--- config.mk ---
export PLATFORM = sky130hd
export DESIGN_NAME = bp_pht_ctrl
export DESIGN_NICKNAME = d
export VERILOG_FILES = /design/src/rtl/bp_pht_ctrl_pkg.sv /design/src/rtl/bp_pht_ctrl_upd_fifo.sv /design/src/rtl/bp_pht_ctrl.sv
export SDC_FILE = /design/constraint.sdc
export NUM_CORES = 1
export LEC_CHECK = 0
export CORE_UTILIZATION = 35
export CTS_CLUSTER_DIAMETER = 60
export CTS_CLUSTER_SIZE = 40
export DETAILED_ROUTE_END_ITERATION = 10
export PLACE_DENSITY = 0.63
export SLEW_MARGIN = 10
export SYNTH_ARGS = -nofsm -noshare
export SYNTH_HDL_FRONTEND = slang
export SYNTH_HIERARCHICAL = 1
export SYNTH_SLANG_ARGS = --single-unit
--- constraint.sdc ---
create_clock -name clk -period 3.35 [get_ports clk]
set_input_delay 0.335 -clock clk [delete_from_list [all_inputs] [get_ports clk]]
set_output_delay 0.335 -clock clk [all_outputs]
set_load 0.005 [all_outputs]
--- src/rtl/bp_pht_ctrl_pkg.sv ---
// bp_pht_ctrl_pkg: shared definitions for the PHT write-side controller.
//   - 2-bit saturating counter encodings (SNT/WNT/WT/ST)
//   - write-bus width macro and field layout
//   - controller FSM state type
//   - saturating next-state helper
// Write bus layout, MSB first: {we, waddr[PHT_ADDR_W-1:0], wdata[1:0]}.
`ifndef BP_PHT_WBUS_W
`define BP_PHT_WBUS_W(aw) ((aw) + 3)
`endif

package bp_pht_ctrl_pkg;

    localparam logic [1:0] SNT = 2'b00;  // strongly not-taken
    localparam logic [1:0] WNT = 2'b01;  // weakly not-taken
    localparam logic [1:0] WT  = 2'b10;  // weakly taken
    localparam logic [1:0] ST  = 2'b11;  // strongly taken

    // Field positions inside the write bus (we sits at aw+2).
    localparam int WBUS_DATA_LSB = 0;
    localparam int WBUS_ADDR_LSB = 2;

    typedef enum logic {
        PHT_INIT = 1'b0,
        PHT_RUN  = 1'b1
    } pht_state_e;

    // Saturating update: clamp at ST on taken, at SNT on not-taken.
    function automatic logic [1:0] pht_next_state(input logic [1:0] old, input logic taken);
        logic [1:0] nxt;
        if (taken)
            nxt = (old == ST) ? ST : old + 2'd1;
        else
            nxt = (old == SNT) ? SNT : old - 2'd1;
        return nxt;
    endfunction

endpackage

--- src/rtl/bp_pht_ctrl_upd_fifo.sv ---
// bp_pht_upd_fifo: synchronous FIFO for pending PHT updates.
// Ports:
//   clk, reset    clock, synchronous active-low reset (flushes pointers)
//   push, din     write request / data; ignored while full
//   pop, dout     read request / head data; ignored while empty
//   full, empty   occupancy flags
// Storage is not reset; only the pointers are, which is enough to flush.
module bp_pht_upd_fifo #(
    parameter int DEPTH = 4,
    parameter int W     = 6
) (
    input  logic         clk,
    input  logic         reset,
    input  logic         push,
    input  logic [W-1:0] din,
    input  logic         pop,
    output logic [W-1:0] dout,
    output logic         full,
    output logic         empty
);

    localparam int PTR_W = $clog2(DEPTH);

    logic [DEPTH-1:0][W-1:0] mem;
    logic [PTR_W:0]          wr_ptr;
    logic [PTR_W:0]          rd_ptr;
    logic                    do_push;
    logic                    do_pop;

    // Extra wrap bit distinguishes full from empty when the indices match.
    assign empty   = (wr_ptr == rd_ptr);
    assign full    = (wr_ptr[PTR_W] != rd_ptr[PTR_W]) &&
                     (wr_ptr[PTR_W-1:0] == rd_ptr[PTR_W-1:0]);
    // Full blocks the push even if a pop frees a slot this cycle.
    assign do_push = push && !full;
    assign do_pop  = pop && !empty;
    assign dout    = mem[rd_ptr[PTR_W-1:0]];

    always_ff @(posedge clk) begin
        if (!reset) begin
            wr_ptr <= '0;
            rd_ptr <= '0;
        end else begin
            if (do_push) wr_ptr <= wr_ptr + (PTR_W+1)'(1);
            if (do_pop)  rd_ptr <= rd_ptr + (PTR_W+1)'(1);
        end
    end

    always_ff @(posedge clk) begin
        if (do_push) mem[wr_ptr[PTR_W-1:0]] <= din;
    end

endmodule

--- src/rtl/bp_pht_ctrl.sv ---
// bp_pht_ctrl: write-side controller and read-side corrector for the PHT RAM.
//   - After reset, sweeps every entry to INIT_STATE (the RAM has no reset).
//   - Queues branch-resolution updates, computing the saturating next state
//     at enqueue, and drains one write per cycle once the sweep is done.
//   - Patches lookup read data when the looked-up entry was written in the
//     same cycle the address was presented.
// Ports:
//   clk, reset                  clock, synchronous active-low reset
//   upd_valid_i/upd_ready_o     update handshake
//   upd_idx_i/old_i/taken_i     resolved branch index, old counter, direction
//   pht_wbus_o                  {we, waddr, wdata} to the PHT write port
//   lk_addr_i/pht_raddr_o       lookup index, forwarded to the PHT read port
//   pht_rdata_i                 PHT read data (1-cycle latency)
//   lk_state_o                  corrected lookup state, aligned with rdata
//   init_done_o                 high once the sweep is complete
// Optional build macro: BP_PHT_SKIP_SAT_EN -- accepted updates that would not
// change the counter (already saturated) are handshaken but not enqueued.
module bp_pht_ctrl
    import bp_pht_ctrl_pkg::*;
#(
    parameter int         PHT_ADDR_W = 10,
    parameter int         FIFO_DEPTH = 4,
    parameter logic [1:0] INIT_STATE = 2'b01
) (
    input  logic                                   clk,
    input  logic                                   reset,
    input  logic                                   upd_valid_i,
    output logic                                   upd_ready_o,
    input  logic [PHT_ADDR_W-1:0]                  upd_idx_i,
    input  logic [1:0]                             upd_old_i,
    input  logic                                   upd_taken_i,
    output logic [`BP_PHT_WBUS_W(PHT_ADDR_W)-1:0]  pht_wbus_o,
    input  logic [PHT_ADDR_W-1:0]                  lk_addr_i,
    output logic [PHT_ADDR_W-1:0]                  pht_raddr_o,
    input  logic [1:0]                             pht_rdata_i,
    output logic [1:0]                             lk_state_o,
    output logic                                   init_done_o
);

    localparam int ENT_W = PHT_ADDR_W + 2;  // FIFO entry {idx, next_state}

    pht_state_e              state;
    logic [PHT_ADDR_W-1:0]   sweep_cnt;
    logic                    init_done_q;

    logic [1:0]              upd_next;
    logic                    upd_skip;
    logic                    fifo_push;
    logic                    fifo_pop;
    logic [ENT_W-1:0]        fifo_din;
    logic [ENT_W-1:0]        fifo_dout;
    logic                    fifo_full;
    logic                    fifo_empty;

    logic                    wr_we;
    logic [PHT_ADDR_W-1:0]   wr_addr;
    logic [1:0]              wr_data;

    // Bypass stage: vld_pipe[0] is this cycle's write enable, vld_pipe[1]
    // the registered copy that lines up with pht_rdata_i.
    logic [1:0]              vld_pipe;
    logic [PHT_ADDR_W-1:0]   lk_addr_q;
    logic [PHT_ADDR_W-1:0]   waddr_q;
    logic [1:0]              wdata_q;

    // ---------------- update enqueue ----------------
    assign upd_next    = pht_next_state(upd_old_i, upd_taken_i);
    // Combinational ready; forced low while reset is held.
    assign upd_ready_o = reset && !fifo_full;

`ifdef BP_PHT_SKIP_SAT_EN
    assign upd_skip = (upd_next == upd_old_i);
`else
    assign upd_skip = 1'b0;
`endif

    assign fifo_push = upd_valid_i && upd_ready_o && !upd_skip;
    assign fifo_din  = {upd_idx_i, upd_next};

    bp_pht_upd_fifo #(
        .DEPTH (FIFO_DEPTH),
        .W     (ENT_W)
    ) u_fifo (
        .clk   (clk),
        .reset (reset),
        .push  (fifo_push),
        .din   (fifo_din),
        .pop   (fifo_pop),
        .dout  (fifo_dout),
        .full  (fifo_full),
        .empty (fifo_empty)
    );

    // ---------------- write bus ----------------
    // Sweep owns the port in INIT; queued updates only drain in RUN.
    always_comb begin
        wr_we    = 1'b0;
        wr_addr  = '0;
        wr_data  = '0;
        fifo_pop = 1'b0;
        if (reset) begin
            if (state == PHT_INIT) begin
                wr_we   = 1'b1;
                wr_addr = sweep_cnt;
                wr_data = INIT_STATE;
            end else if (!fifo_empty) begin
                wr_we    = 1'b1;
                wr_addr  = fifo_dout[ENT_W-1:WBUS_ADDR_LSB];
                wr_data  = fifo_dout[WBUS_ADDR_LSB-1:WBUS_DATA_LSB];
                fifo_pop = 1'b1;
            end
        end
    end

    assign pht_wbus_o = {wr_we, wr_addr, wr_data};

    // ---------------- INIT/RUN FSM ----------------
    always_ff @(posedge clk) begin
        if (!reset) begin
            state       <= PHT_INIT;
            sweep_cnt   <= '0;
            init_done_q <= 1'b0;
        end else begin
            case (state)
                PHT_INIT: begin
                    sweep_cnt <= sweep_cnt + PHT_ADDR_W'(1);
                    if (sweep_cnt == '1) begin
                        state       <= PHT_RUN;
                        init_done_q <= 1'b1;
                    end
                end
                PHT_RUN: begin
                    state       <= PHT_RUN;
                    init_done_q <= 1'b1;
                end
                default: begin
                    state       <= PHT_INIT;
                    init_done_q <= 1'b0;
                end
            endcase
        end
    end

    assign init_done_o = reset && init_done_q;

    // ---------------- lookup bypass ----------------
    assign pht_raddr_o = lk_addr_i;
    assign vld_pipe[0] = wr_we;

    always_ff @(posedge clk) begin
        if (!reset) begin
            vld_pipe[1] <= 1'b0;
            lk_addr_q   <= '0;
            waddr_q     <= '0;
            wdata_q     <= '0;
        end else begin
            vld_pipe[1] <= vld_pipe[0];
            lk_addr_q   <= lk_addr_i;
            waddr_q     <= wr_addr;
            wdata_q     <= wr_data;
        end
    end

    // The RAM returns pre-write data for a same-cycle write, so forward it.
    always_comb begin
        lk_state_o = pht_rdata_i;
        if (!init_done_o)
            lk_state_o = INIT_STATE;
        else if (vld_pipe[1] && (waddr_q == lk_addr_q))
            lk_state_o = wdata_q;
    end

endmodule

=== Word-level counts from Yosys, hierarchy flattened ===
Index checks and enable logic that the tools add are counted.
Widths: inputs -> output; s select.

* RAM bits: 0
* Output and inout port bits: 27
* Bits of input ports: 28
* Bits in latches: 0
* Memory bits (read-only): 0
* Memories: 0
* Word-level logic and storage cells: 65
* Bits in registers: 89

* Reductions and logical operators: 11
* Shift-type cells: 0
* Divide/modulo/power cells: 0
* Bitwise gates (word level): 1
* Equality and inequality tests: 7
* Order comparisons: 3
* Multiply operators: 0
* Add/sub/neg operators: 5
* Mux-type cells: 25

{| class="wikitable"
|+ Operators by type and width
! cell !! number
|-
| $bwmux 48 || 1
|-
| $mux 10 || 3
|-
| $bmux 12 s2 || 1
|-
| $demux 12 s2 || 1
|-
| $mux 12 || 2
|-
| $mux 2 || 8
|-
| $add 10x1->10 const B || 1
|-
| $eq 10x10->1 || 1
|-
| $eq 10x10->1 const B || 1
|-
| $logic_and 1x1->1 || 8
|-
| $mux 1 || 7
|-
| $add 3x1->3 const B || 2
|-
| $lt 2x3->1 const B || 2
|-
| $pmux 1 s2 || 2
|-
| $eq 3x3->1 || 1
|-
| $add 2x1->2 const B || 1
|-
| $eq 2x2->1 || 1
|-
| $eq 2x2->1 const B || 1
|-
| $ge 2x1->1 const B || 1
|-
| $logic_not 1->1 || 2
|-
| $logic_not 2->1 || 1
|-
| $ne 2x1->1 const B || 1
|-
| $sub 2x1->2 const B || 1
|-
| $ne 1x1->1 || 1
|-
| $not 1->1 || 1
|}

=== Logic depth before layout (Yosys ltp) ===
Gate-level depths: netlist (run 1).

* Word-level depth: 6
* Gate-level depth with buffers: 9

=== By module ===
The synthesis (run 1) kept the hierarchy.

{| class="wikitable"
|+ By module, submodules not included
! module !! cells an instance !! times used !! area each (µm²) !! seq. area each (µm²)
|-
| bp_pht_upd_fifo || 132 || 1 || 2309.7 || 1561.5
|-
| bp_pht_ctrl || 176 || 1 || 1649.1 || 700.7
|}

=== Least setup slack after synthesis (run 1) ===
Ideal clock, no wire load.

* Path type: register to register
* From: reg u_fifo.wr_ptr[0]
* To: reg u_fifo/mem[36] (netlist name) (enable)
* Slack: 1108 ps
* Clock period less this slack: 2242 ps
* Required time: 2995 ps
* Cell stages (with the launch flop): 8
* Arrival time: 1887 ps
* Library setup time: 355 ps
* Path through: dfxtp_1 > xor2_2 > nor3_1 > nor2b_1 > and2_1 > inv_1 > a31oi_1 > and2_1

* Cells in the longest elaborated chain, start to end: 6

{| class="wikitable"
|+ RTL lines
! item !! RTL line !! text
|-
| from (decl) || bp_pht_ctrl_upd_fifo.sv:25 || <nowiki>logic [PTR_W:0] wr_ptr;</nowiki>
|-
| from (signal assigned) || bp_pht_ctrl_upd_fifo.sv:44 || <nowiki>if (do_push) wr_ptr <= wr_ptr + (PTR_W+1)'(1);</nowiki>
|-
| $eq 2x2->1 || bp_pht_ctrl_upd_fifo.sv:33 || <nowiki>(wr_ptr[PTR_W-1:0] == rd_ptr[PTR_W-1:0]);</nowiki>
|-
| $logic_and 1x1->1 || bp_pht_ctrl_upd_fifo.sv:32 || <nowiki>assign full = (wr_ptr[PTR_W] != rd_ptr[PTR_W]) &&</nowiki>
|-
| named net fifo_full || bp_pht_ctrl.sv:52 || <nowiki>logic fifo_full;</nowiki>
|-
| $logic_not 1->1 || bp_pht_ctrl.sv:69 || <nowiki>assign upd_ready_o = reset && !fifo_full;</nowiki>
|-
| $logic_and 1x1->1 || bp_pht_ctrl.sv:69 ||
|-
| named net upd_ready_o || bp_pht_ctrl.sv:28 || <nowiki>output logic upd_ready_o,</nowiki>
|-
| $logic_and 1x1->1 || bp_pht_ctrl.sv:77 || <nowiki>assign fifo_push = upd_valid_i && upd_ready_o && !upd_skip;</nowiki>
|-
| named net fifo_push || bp_pht_ctrl.sv:48 || <nowiki>logic fifo_push;</nowiki>
|-
| $logic_and 1x1->1 || bp_pht_ctrl_upd_fifo.sv:35 || <nowiki>assign do_push = push && !full;</nowiki>
|-
| to (signal, indexed assignment) || bp_pht_ctrl_upd_fifo.sv:50 || <nowiki>if (do_push) mem[wr_ptr[PTR_W-1:0]] <= din;</nowiki>
|-
| to (decl) || bp_pht_ctrl_upd_fifo.sv:24 || <nowiki>logic [DEPTH-1:0][W-1:0] mem;</nowiki>
|}

The timed path passes the listed nets, and every way through them passes these cells.
A chain may end at the register's enable or synchronous reset.

=== Worst setup path in the final report (run 1) ===
* From: reg u_fifo.wr_ptr[0]
* To: out pht_wbus_o[3]

* Cells in the longest elaborated chain, start to end: 4

{| class="wikitable"
|+ RTL lines
! item !! RTL line !! text
|-
| $eq 3x3->1 || bp_pht_ctrl_upd_fifo.sv:31 || <nowiki>assign empty = (wr_ptr == rd_ptr);</nowiki>
|-
| named net fifo_empty || bp_pht_ctrl.sv:53 || <nowiki>logic fifo_empty;</nowiki>
|-
| $mux 10 || bp_pht_ctrl.sv:106 || <nowiki>end else if (!fifo_empty) begin</nowiki>
|-
| $mux 10 || bp_pht_ctrl.sv:102 || <nowiki>if (state == PHT_INIT) begin</nowiki>
|-
| $mux 10 || bp_pht_ctrl.sv:101 || <nowiki>if (reset) begin</nowiki>
|-
| to (decl) || bp_pht_ctrl.sv:32 || <nowiki>output logic [`BP_PHT_WBUS_W(PHT_ADDR_W)-1:0] pht_wbus_o,</nowiki>
|}

The timed path passes the listed nets, and every way through them passes these cells.

==> impl_metrics.py, run 1 <==
metrics = {
    "run_status": {
        "status": "finished clean",
    },
    "grt": {
        "top_usage_layer": "met2",
        "grt_use_total_pct": 13.4,
        "grt_pass1_vias": 2280,
        "gr-usage-met2_pct": 21.4,
        "gr-usage-met1_pct": 18.1,
        "grt_max_degree": 58,
        "grt_pass1_wl_um": 11800,
        "antenna_found_initial": 0,
        "grt_overflow": 0,
        "grtUsageMet3_pct": 2.89,
    },
    "sta": {
        "finalCriticalPeriod_ns": 2.87,
        "fmax_mhz": 349,
        "worst_slew_pin_slew_ns": 0.657,
        "whs_ns": 0.481,
        "rsz0062_at_grt": "false",
        "slew_violations": 0,
        "setup_viol": 0,
        "fin_crit_sh_pct": 85.6,
        "slew_headroom_pct": 56.2,
        "clock-skew-final_ns": 0.00718,
        "tns_ns": 0,
        "finalHoldViolations": 0,
    },
    "yosys": {
        "synth_warnings": 6,
        "syn_nets": 342,
        "yosysTopAreaCell": "edfxtp_1",
        "yosysTopAreaCellShare_pct": 36.4,
        "syn_area_um2": 3960,
        "synth-seq-area-share_pct": 57.1,
        "yosys_register_bits": 89,
        "async_flop_share_pct": 0,
        "synth.area.top_cells": "edfxtp_1 36%, dfxtp_1 21%, mux4_2 6.8%",
        "synth_cell_type_count": 45,
        "synthFlopType": "edfxtp_1",
        "synth_edf_count": 48,
        "syn_inst": 308,
        "postSynthAreaPerCell_um2": 12.9,
    },
    "critical_path": {
        "cp-end-kind": "output port",
        "critPathMaxStageDelay_ns": 0.53,
        "crit_buf_inv": 2,
        "path_cells": "xor2_2 > nor3_1 > nor2b_1 > buf_4 > a21oi_1 > nor2b_1 > clkdlybuf4s50_1",
        "cp_top_family": "buffers and inverters",
        "worstSetupPathType": "reg2out",
        "required_ns": 3.01,
        "start_kind": "flip-flop",
        "crit_top_cell": "nor2b_1",
        "cp_slowest_cell": "dfxtp_1",
        "critPathMaxFanout": 11,
        "arrival_ns": 2.53,
    },
    "die": {
        "ios": 55,
        "num_rows": 38,
        "dieArea_um2": 11700,
        "start_util_pct": 36.2,
        "die_x_um": 108,
        "core_um2": 10900,
        "die_y_um": 108,
    },
    "power_and_ir_drop": {
        "p_leak_nw": 1.63,
        "ir_worst_vdd_mv": 0.280,
        "p_per_area_nw_per_um2": 484,
    },
    "clock_tree": {
        "path_clk_slew_ns": 0.06,
        "clk_path_buf_depth": 2,
        "clock_sinks": 89,
        "worstSkewPairLatency_ns": 0.33,
        "cts_tree": "yes",
        "postCtsSetupBuffers": 0,
        "hold_buffers": 0,
        "cts_root_buf": "clkbuf_16",
        "cts_buffers": 9,
        "h-tree-depth": 3,
        "post_cts_resized": 0,
    },
    "cells_and_area": {
        "final-seq-area_um2": 2260,
        "area_delta_synth_final_pct": 22.4,
        "multiInputGateArea_um2": 1500,
        "nFillCells": 1046,
        "antenna_cells": 0,
        "nets": 387,
        "layout_common_cells": "54 x clkdlybuf4s50_1, 48 x edfxtp_1, 41 x dfxtp_1",
        "drive_above_1_share_pct": 10.1,
        "final_common_cell": "clkdlybuf4s50_1",
    },
    "detailed_routing": {
        "drt-pass1-iter-count": 4,
        "drc": 0,
        "post_drt_wl_per_cell_um": 14.6,
        "drtAntennaViolNets": 0,
        "wl_um": 7250,
        "routed_via_density": 4.76,
        "vias": 2372,
        "drtIter0Drc": 136,
    },
    "place": {
        "hpwl_um": 5050,
        "routabilityCongestion": 0.866,
        "numPortBuffers": 54,
    },
    "min_path": {
        "min_path_type": "reg2reg",
    },
    "job": {
        "maxCapViolCount": 0,
    },
}
==> registers in the layout, indices dropped and copies added (netlist names) <==
name	flops
lk_addr_q	10
u_fifo/rd_ptr	3
state	1
u_fifo/wr_ptr	3
u_fifo/mem	48
vld_pipe	1
init_done_q	1
sweep_cnt	10
waddr_q	10
wdata_q	2
==> cell type report <==
| cell class | count | area share, % |
|---|---|---|
| Sequential cell | 89 | 46.7 |
| Inverter | 7 | 0.542 |
| Multi-Input combinational cell | 187 | 31.0 |
| Timing Repair Buffer | 59 | 11.9 |
| Clock buffer | 9 | 4.65 |
| Clock inverter | 7 | 1.55 |
| Tap cell | 140 | 3.62 |
==> path summary, 6_finish.rpt <==
path | slack, ns | end | depth (start not counted) | from
hold reg to reg | 0.48 | init_done_q | 1 | init_done_q
hold / removal | 0.48 | init_done_q | 1 | init_done_q
setup / recovery | 0.48 | pht_wbus_o[3] | 7 | u_fifo/wr_ptr[0]
setup reg to reg | 0.69 | u_fifo/mem[41] | 7 | u_fifo/wr_ptr[0]
==> logic make-up after synthesis <==
group | Yosys count | synth area share, %
flops | 89 | 57.1
xor+xnor | 25 | 6.29
buf+inv | 32 | 4.90
fa+ha+maj | 8 | 2.40
simple gates | 106 | 16.5
mux | 14 | 7.33
compound gates | 34 | 5.40
==> power by group <==
part | internal [mW] | total (mW) | leakage, nW | switching, mW
Clock | 0.583 | 0.997 | 0.140 | 0.414
Sequential | 1.18 | 1.19 | 0.771 | 0.0146
Combinational | 0.0858 | 0.156 | 0.718 | 0.0697
==> synthesized netlist by cell type (2+ instances only) <==
cell	instances
maj3_1	2
xnor2_1	19
xor2_2	3
and3_1	4
or3_1	2
a31oi_1	3
nand3_1	6
o21ai_0	5
edfxtp_1	48
nand3b_1	4
ha_1	6
nor3_1	2
mux2i_1	2
and4_1	3
nor2_1	2
mux4_2	12
nor2b_1	32
nand2b_1	2
nor4_1	4
buf_4	14
xor2_1	2
dfxtp_1	41
o211ai_1	2
and2_1	26
nand2_1	7
or4_1	2
a21boi_0	5
clkbuf_1	5
buf_2	3
inv_1	7
a41oi_1	2
a21oi_1	12
nand4_1	7
==> layer usage <==
metal | up-vias | routed length, µm
li1 | 1188 | -
met1 | 1121 | 3460
met2 | 59 | 3450
met3 | 4 | 299
met4 | 0 | 40
met5 | - | 0
==> metrics by stage <==
step / area [µm²] / utilization (%) / total power, mW / setup slack [ns] / instances
after floorplan: 3960 / - / 1.30 / 1.11 / 308
after global placement: 4540 / 41.6 / 1.37 / 0.778 / 482
after detailed placement: 4540 / 41.6 / 1.37 / 0.663 / 482
after CTS: 4840 / 44.3 / 2.37 / 0.483 / 498
after global routing: 4840 / 44.3 / 2.44 / 0.175 / 498
final: 4840 / 44.3 / 2.35 / 0.484 / 498
No activity file was read; power rests on OpenSTA's default activity.
==> run 2: changes to the inputs <==
--- a/config.mk
+++ b/config.mk
@@ -7,7 +7,6 @@
 export LEC_CHECK = 0
 export CORE_UTILIZATION = 35
 export CTS_CLUSTER_DIAMETER = 60
-export CTS_CLUSTER_SIZE = 40
 export DETAILED_ROUTE_END_ITERATION = 10
 export PLACE_DENSITY = 0.63
 export SLEW_MARGIN = 10
==> results of run 2 <==
Same layout as run 1: the final DEF is identical, and so are final timing and power.
